$ cat src/rtl/keynsham_dma.sv
`timescale 1ns/1ps
// keynsham_dma
//
// Single-channel word-copy DMA initiator on the keynsham data bus.
// Each word costs one read transaction and one write transaction. Every
// transaction is a one-cycle d_access pulse followed by a wait for the
// responder's registered d_ack.
//
// Optional feature macro: KEYNSHAM_DMA_TIMEOUT_EN
//   defined   : a wait-state counter aborts a transaction after
//               timeout_cycles cycles without d_ack, sets error and ends
//               the transfer through FIN
//   undefined : no counter is built, the engine waits indefinitely and
//               error is tied low
//
// Parameters
//   timeout_cycles : wait cycles tolerated before abort (macro build only)
//   len_width      : width of the transfer length in words
//
// Ports
//   clk, rst_n            : clock, asynchronous active-low reset
//   start                 : one-cycle request, honoured only in IDLE
//   src_addr, dst_addr    : word addresses, latched on an accepted start
//   len                   : word count, latched on an accepted start
//   busy                  : transfer in progress (low in FIN)
//   done                  : one-cycle completion / abort pulse
//   error                 : sticky timeout flag, cleared by next start
//   d_access              : one-cycle bus request per transaction
//   d_addr                : word address, stable from request through ack
//   d_bytesel             : constant 4'hf (full-word accesses only)
//   d_wr_val, d_wr_en     : write data and write strobe (WR_REQ only)
//   d_data, d_ack         : read data and responder acknowledge
//
// state   | meaning
// --------+-----------------------------------------------
// IDLE    | waiting for start
// RD_REQ  | read request pulse at src
// RD_WAIT | waiting for read ack, capture d_data on ack
// WR_REQ  | write request pulse at dst with buffered data
// WR_WAIT | waiting for write ack, advance pointers on ack
// FIN     | one-cycle done pulse

module keynsham_dma #(
  parameter int timeout_cycles = 16,
  parameter int len_width      = 16
) (
  input  logic                 clk,
  input  logic                 rst_n,
  input  logic                 start,
  input  logic [29:0]          src_addr,
  input  logic [29:0]          dst_addr,
  input  logic [len_width-1:0] len,
  output logic                 busy,
  output logic                 done,
  output logic                 error,
  output logic                 d_access,
  output logic [29:0]          d_addr,
  output logic [3:0]           d_bytesel,
  output logic [31:0]          d_wr_val,
  output logic                 d_wr_en,
  input  logic [31:0]          d_data,
  input  logic                 d_ack
);

  typedef enum logic [2:0] {
    IDLE    = 3'd0,
    RD_REQ  = 3'd1,
    RD_WAIT = 3'd2,
    WR_REQ  = 3'd3,
    WR_WAIT = 3'd4,
    FIN     = 3'd5
  } state_t;

  state_t               state, state_nxt;
  logic [29:0]          src_q, dst_q;
  logic [len_width-1:0] cnt_q;
  logic [31:0]          buf_q;
  logic                 start_acc;
  logic                 tmo;

  assign start_acc = (state == IDLE) && start;
  assign d_bytesel = 4'hf;

`ifdef KEYNSHAM_DMA_TIMEOUT_EN
  localparam int tw = (timeout_cycles > 1) ? $clog2(timeout_cycles) : 1;
  localparam logic [tw-1:0] tmo_load = tw'(timeout_cycles - 1);

  logic [tw-1:0] wait_cnt;
  logic          error_q;
  logic          in_wait;

  assign in_wait = (state == RD_WAIT) || (state == WR_WAIT);
  // Counter is reloaded in every REQ cycle, so it reaches zero on the
  // timeout_cycles-th consecutive wait cycle without an ack.
  assign tmo     = in_wait && !d_ack && (wait_cnt == '0);

  always_ff @(posedge clk or negedge rst_n) begin
    if (!rst_n) begin
      wait_cnt <= '0;
    end else if ((state == RD_REQ) || (state == WR_REQ)) begin
      wait_cnt <= tmo_load;
    end else if (in_wait && (wait_cnt != '0)) begin
      wait_cnt <= wait_cnt - 1'b1;
    end
  end

  always_ff @(posedge clk or negedge rst_n) begin
    if (!rst_n) begin
      error_q <= 1'b0;
    end else if (start_acc) begin
      error_q <= 1'b0;
    end else if (tmo) begin
      error_q <= 1'b1;
    end
  end

  assign error = error_q;
`else
  localparam int unused_timeout_cycles = timeout_cycles;

  assign tmo   = 1'b0;
  assign error = 1'b0;
`endif

  // State register
  always_ff @(posedge clk or negedge rst_n) begin
    if (!rst_n) begin
      state <= IDLE;
    end else begin
      state <= state_nxt;
    end
  end

  // Next-state logic
  always_comb begin
    state_nxt = state;
    case (state)
      IDLE: begin
        if (start) begin
          state_nxt = (len == '0) ? FIN : RD_REQ;
        end
      end
      RD_REQ:  state_nxt = RD_WAIT;
      RD_WAIT: begin
        if (d_ack) begin
          state_nxt = WR_REQ;
        end else if (tmo) begin
          state_nxt = FIN;
        end
      end
      WR_REQ:  state_nxt = WR_WAIT;
      WR_WAIT: begin
        if (d_ack) begin
          state_nxt = (cnt_q == len_width'(1)) ? FIN : RD_REQ;
        end else if (tmo) begin
          state_nxt = FIN;
        end
      end
      FIN:     state_nxt = IDLE;
      default: state_nxt = IDLE;
    endcase
  end

  // Datapath: pointers, remaining count and data buffer
  always_ff @(posedge clk or negedge rst_n) begin
    if (!rst_n) begin
      src_q <= '0;
      dst_q <= '0;
      cnt_q <= '0;
      buf_q <= '0;
    end else begin
      if (start_acc && (len != '0)) begin
        src_q <= src_addr;
        dst_q <= dst_addr;
        cnt_q <= len;
      end
      if ((state == RD_WAIT) && d_ack) begin
        buf_q <= d_data;
      end
      // Pointer increments wrap modulo 2^30 by width.
      if ((state == WR_WAIT) && d_ack) begin
        src_q <= src_q + 30'd1;
        dst_q <= dst_q + 30'd1;
        cnt_q <= cnt_q - len_width'(1);
      end
    end
  end

  // Output decode
  always_comb begin
    busy     = 1'b0;
    done     = 1'b0;
    d_access = 1'b0;
    d_wr_en  = 1'b0;
    d_addr   = '0;
    d_wr_val = '0;
    case (state)
      RD_REQ: begin
        busy     = 1'b1;
        d_access = 1'b1;
        d_addr   = src_q;
      end
      RD_WAIT: begin
        busy   = 1'b1;
        d_addr = src_q;
      end
      WR_REQ: begin
        busy     = 1'b1;
        d_access = 1'b1;
        d_wr_en  = 1'b1;
        d_addr   = dst_q;
        d_wr_val = buf_q;
      end
      WR_WAIT: begin
        busy   = 1'b1;
        d_addr = dst_q;
      end
      FIN: begin
        done = 1'b1;
      end
      default: ;
    endcase
  end

endmodule
$ cat config.mk
export PLATFORM = sky130hd
export DESIGN_NAME = keynsham_dma
export DESIGN_NICKNAME = d
export VERILOG_FILES = /design/src/rtl/keynsham_dma.sv
export SDC_FILE = /design/constraint.sdc
export NUM_CORES = 1
export LEC_CHECK = 0
export ABC_AREA = 1
export BUFFER_PORTS_ARGS = -buffer_cell sky130_fd_sc_hd__buf_2
export CORE_MARGIN = 4
export CORE_UTILIZATION = 40
export CTS_CLUSTER_SIZE = 16
export DETAILED_ROUTE_END_ITERATION = 10
export GPL_ROUTABILITY_DRIVEN = 1
export GPL_TIMING_DRIVEN = 0
export HOLD_SLACK_MARGIN = 0.12
export PLACE_DENSITY = 0.7
export RECOVER_POWER = 25
export SLEW_MARGIN = 20
export SYNTH_ARGS = -nofsm -noshare
export SYNTH_HDL_FRONTEND = slang
export SYNTH_SLANG_ARGS = --single-unit
$ cat constraint.sdc
create_clock -name clk -period 2 [get_ports clk]
set_input_delay 0.2 -clock clk [delete_from_list [all_inputs] [get_ports clk]]
set_output_delay 0.2 -clock clk [all_outputs]
set_load 0.03 [all_outputs]
* Word level (Yosys, flattened, before mapping) *
Cells that the tools add are included.

cells by class
  add/sub/neg operators = 3
  eq/ne operators = 9
  multiplexer cells = 18
  reductions and logical operators = 13

operators by type and width
  kind                                                   count
  two-way mux 30 bit                                     4
  adder 30 x 1 -> 30 bit (second input constant)         2
  case mux 30 bit (2 select lines)                       1
  two-way mux 16 bit                                     2
  two-way mux 32 bit                                     1
  equality test 16 x 1 -> 1 bit (second input constant)  1
  zero test 16 bit                                       1
  nonzero test 16 bit                                    1
  subtractor 16 x 1 -> 16 bit (second input constant)    1
  two-way mux 3 bit                                      5
  case mux 3 bit (5 select lines)                        1
  equality test 3 x 2 -> 1 bit (second input constant)   2
  equality test 3 bit (second input constant)            2
  != test 2 bit (second input constant)                  3
  OR reduction 2 bit                                     3
  logical AND 1 bit                                      4
  two-way mux 1 bit                                      4
  OR reduction 4 bit                                     1
  equality test 3 x 1 -> 1 bit (second input constant)   1
  zero test 3 bit                                        1
  AND reduction 3 bit                                    1
  nonzero test 2 bit                                     1

storage, ports and cells
  bits in registers = 111
  logic and storage cells = 48

* Longest topological paths before layout *
  depth in word-level cells = 5
  gate-level depth with buffers = 11
  depth with buffers taken out = 10

* Worst setup path before layout *
Ideal clock, no wire load.

  path type = register to output
  start point = register state[2]
  end point = output port d_addr[9]
  data arrival time = 2.142 ns
  setup slack = -0.342 ns
  stages on the path, launching flop included = 6
  cells stage by stage = dfrtp_1 -> nor2_1 -> nand2_2 -> inv_2 -> nor2_2 -> o21ai_0

between the ends
  longest elaborated chain between the ends = 3
  elaborated cells between the ends (all ways) = 7

ends and longest elaborated chain
  what                                         RTL line  text
  start, declared                              74        state_t state, state_nxt;
  start signal, assigned                       130       state <= state_nxt;
  equality test 3 bit (tied with other cells)  197       case (state)
  OR reduction 2 bit (no line)                 n/a
  case mux 30 bit (2 select lines) (*)         197
  end, declared                                57        output logic [29:0] d_addr,

Mark *: on every way between the ends. The rest lies on a longest branch, timed or not.

* Final worst setup path *
  start point = register state[0]
  end point = output port d_addr[20]

The elaborated chain is that of the path after synthesis.

==> impl_metrics.ini <==
[clock_tree]
num_clock_sinks = 111
clock-root-buffer = clkbuf_16
clkLatencyLatePin_ps = 370
clock_tree.buffer_depth = 2
tritoncts.num_buffers = 9
clkSlewWorstSetupHoldPaths_ps = 90
cts_htree_levels = 3
tritoncts_clock_tree = done

[yosys]
asyncSetResetFlopFracSynth_pct = 100
yosys_register_bits = 111
synth.yosys.warnings = 0
syn-instance-count = 1208
synth.yosys.seq_area_share_pct = 36.2
ys_types = 35
syn_area_per_cell_um2 = 6.35
syn-cell-area_mm2 = 0.00767
synth_edf_count = 0
ys_dominant_reg_cell = dfrtp_1

[worst_hold_path]
min_to = src_q[6]
min_path_cells = 5
critical_hold_path_startpoint = src_addr[6]
hold_path_class = input port to flop

[finish]
layout.nets = 1585
num-fill-cells = 1863
area_taken_by_flip_flops_and_latches_mm2 = 0.00278
syn2layout_area_growth_pct = 33.4
num_antenna_cells = 0
footprint_of_the_multi_input_gates_mm2 = 0.00425
drive_above_1_share_pct = 21.0

[detailed_routing]
route.top_layer_used = met4
first_iter_violations = 807
drt_pre_antenna_iters = 5
dr_total_vias = 8882
dr_wl_met2_mm = 13.8
detail-route-antenna-nets = 0
met3RoutedLength_mm = 2.12
post_drt_via_cell_ratio = 5.20
drt_drc_violations_left = 0
m1WireLength_mm = 12.5
drt_wl_total_mm = 29.4
dr_wl_cell_um = 17.2

[timing]
setup_repair_after_global_routing_missed_its_margin = yes
finalCritPeriodShare_pct = 104
final_critical_delay_including_setup_and_external_delays_ps = 2070
final.setup.worst_slack_ps = -73.2
pin_slew_with_the_least_headroom_to_its_limit_ps = 1570
fin_worst_hold_slack_ps = 125
setup_viol = 26
final.setup.tns_ps = -1350
count_of_pins_over_their_slew_limit = 55
finClkSkew_ps = 13.6
fmax_ghz = 0.482
worst_max_slew_margin_expressed_relative_to_the_limit_pct = -4.84
finalHoldViolCount = 0

[critical_path]
timing.critical_path.arrival_ps = 1870
crit_path_top_delay_cell = dfrtp_1
worstPathMaxFanout = 11
crit_path_start = state[0]
critPathTopFamily = buffers and inverters
reg2reg_from = state[2]
path_buf_inv = 5
worst_r2r_endpoint = dst_q[16]
reg2reg_slack_ps = 150
worstSetupEndpointType = output port
setup.worst_path.class = flop to output port
cell_by_cell_trace_of_the_critical_path = inv_2 -> nor2_4 -> nand2_2 -> nand2_4 -> inv_4 -> buf_12 -> clkbuf_16 -> o22ai_4 -> buf_6
timing.critical_path.from_type = flop
critPathRequiredTime_ps = 1800
timing.critical_path.slowest_cell_delay_ps = 440
reg2regPathDepth = 9

[power_and_ir_drop]
pwr_density_cell_mw_per_mm2 = 1560
vdd_drop_max_mv = 0.598
total_leakage_power_nw = 5.16

[place]
gpl.final_weighted_congestion = 0.973
dp.final_hpwl_mm = 21.9
io_buffer_count = 177

[floorplan]
start_util_pct = 40.9
die_w_um = 147
top_level_ports = 183
dieHeight_um = 147
design.core.area_mm2 = 0.0188
design.die.area_mm2 = 0.0215
fp-row-count = 50

[job]
max_cap_violations = 1

[grt]
number_of_global_route_vias_before_repair = 8625
maximum_number_of_pins_on_one_net_before_global_route_repair = 58
global_route.overflow_total = 0
antenna_found_initial = 0
grtUsageTotal_pct = 27.1
grt_first_pass_wirelength_mm = 46.1

[run_status]
violations = capacitance limit, slew limit, setup timing
outcome = complete, but fails checks
## kinds of logic after synthesis
group                      synth area share (%)
adders and majority gates                 0.652
AOI/OAI and AO/OA                          10.9
and+or+nand+nor                            40.3
other                                    0.0979
DFF                                        36.2
buffers and inverters                      11.1
xor gates and xnor gates                  0.685
## registers in the layout (all words and copies together), names as in the netlist
name and cells:
buf_q 32, cnt_q 16, dst_q 30, src_q 30, state 3
## power by group
group / leakage, nW / switching (mW) / internal (mW)
sequential: 1.31 / 1.08 / 3.33
clock: 0.146 / 1.02 / 0.894
combinational: 3.71 / 6.23 / 3.39
total: 5.16 / 8.33 / 7.61
## area by class of cell
cell class	instances	area share [%]
multi-input combinational	910	41.5
sequential	111	27.2
timing repair buffer	247	16.7
inverter	143	5.34
buffer	47	3.48
tap	234	2.86
clock buffer	9	2.20
clock inverter	7	0.721
## worst reg2reg max path, cell delays in order (launching register included)
cell and delay, ps:
dfrtp_2 440, buf_4 150, nand2_4 110, inv_4 80
nand2_4 90, buf_6 190, buf_2 350, o21ai_0 210
nand2_1 100, nand2_1 50
## how the worst max path moves through the flow
| stage | cells past startpoint | to | slack (ps) |
|---|---|---|---|
| 3_5_place_dp | 8 | d_addr[12] | -70 |
| 4_1_cts | 9 | d_addr[21] | -70 |
| 6_report | 9 | d_addr[20] | -70 |
| 5_1_grt | 9 | d_addr[20] | -140 |
| 2_1_floorplan | 6 | d_addr[10] | -100 |
| 3_3_place_gp | 1 | buf_q[5] | -830 |
## cell usage in the layout (no fill, tap or decap), types with 6 or more instances in the layout
master         instances
nand2_4                6
o21ai_0               62
nand3_1              129
nor2_2                 9
clkbuf_16             10
o22ai_2               11
or2_2                  7
nor2_1               186
inv_1                136
dlygate4sd3_1         62
o22ai_4               10
o21ai_1               10
a21oi_1               39
buf_4                 31
nand2_1              394
nand4_1                8
clkbuf_2               6
dfrtp_1              108
xor2_1                 6
buf_2                168
buf_6                 18
## synth_stat cells (all sizes together) (7+ instances only)
master | instances | share of area (%)
nand2 | 401 | 20
nor2 | 199 | 10
inv | 143 | 7.1
nand3 | 129 | 8.4
dfrtp | 111 | 36
o21ai | 73 | 4.8
buf | 41 | 3.8
a21oi | 39 | 2.5
o22ai | 25 | 2.8
nand4 | 8 | 0.65
or2 | 7 | 0.57
## layer usage
layer  GRT usage [%]  vias to the layer above
met5               0                        -
met4            10.5                        0
met3            4.19                       50
met2            44.7                      370
met1            35.9                     4138
li1                -                     4324
## timing repair
action	4_1_cts	5_1_grt
gates cloned	0	1
pin swaps	3	3
buffers inserted	5	1
gates resized for setup	62	43
endpoints found under the setup margin	30	62
hold endpoints to repair	115	0
hold buffers	62	0
## per-stage QoR
step,setup slack (ps),instances,utilization [%],total power [mW],cell area [um^2]
after CTS,-65.2,1706,53.8,15.4,10100
final,-73.2,1708,54.6,15.9,10200
after detailed placement,-67.3,1623,47.4,12.5,8900
after global placement,-833,1622,47.2,12.4,8870
after global routing,-142,1708,54.6,17.0,10200
after floorplan,-96.3,1211,-,9.90,7690
No activity file was read; power rests on OpenSTA's default activity.
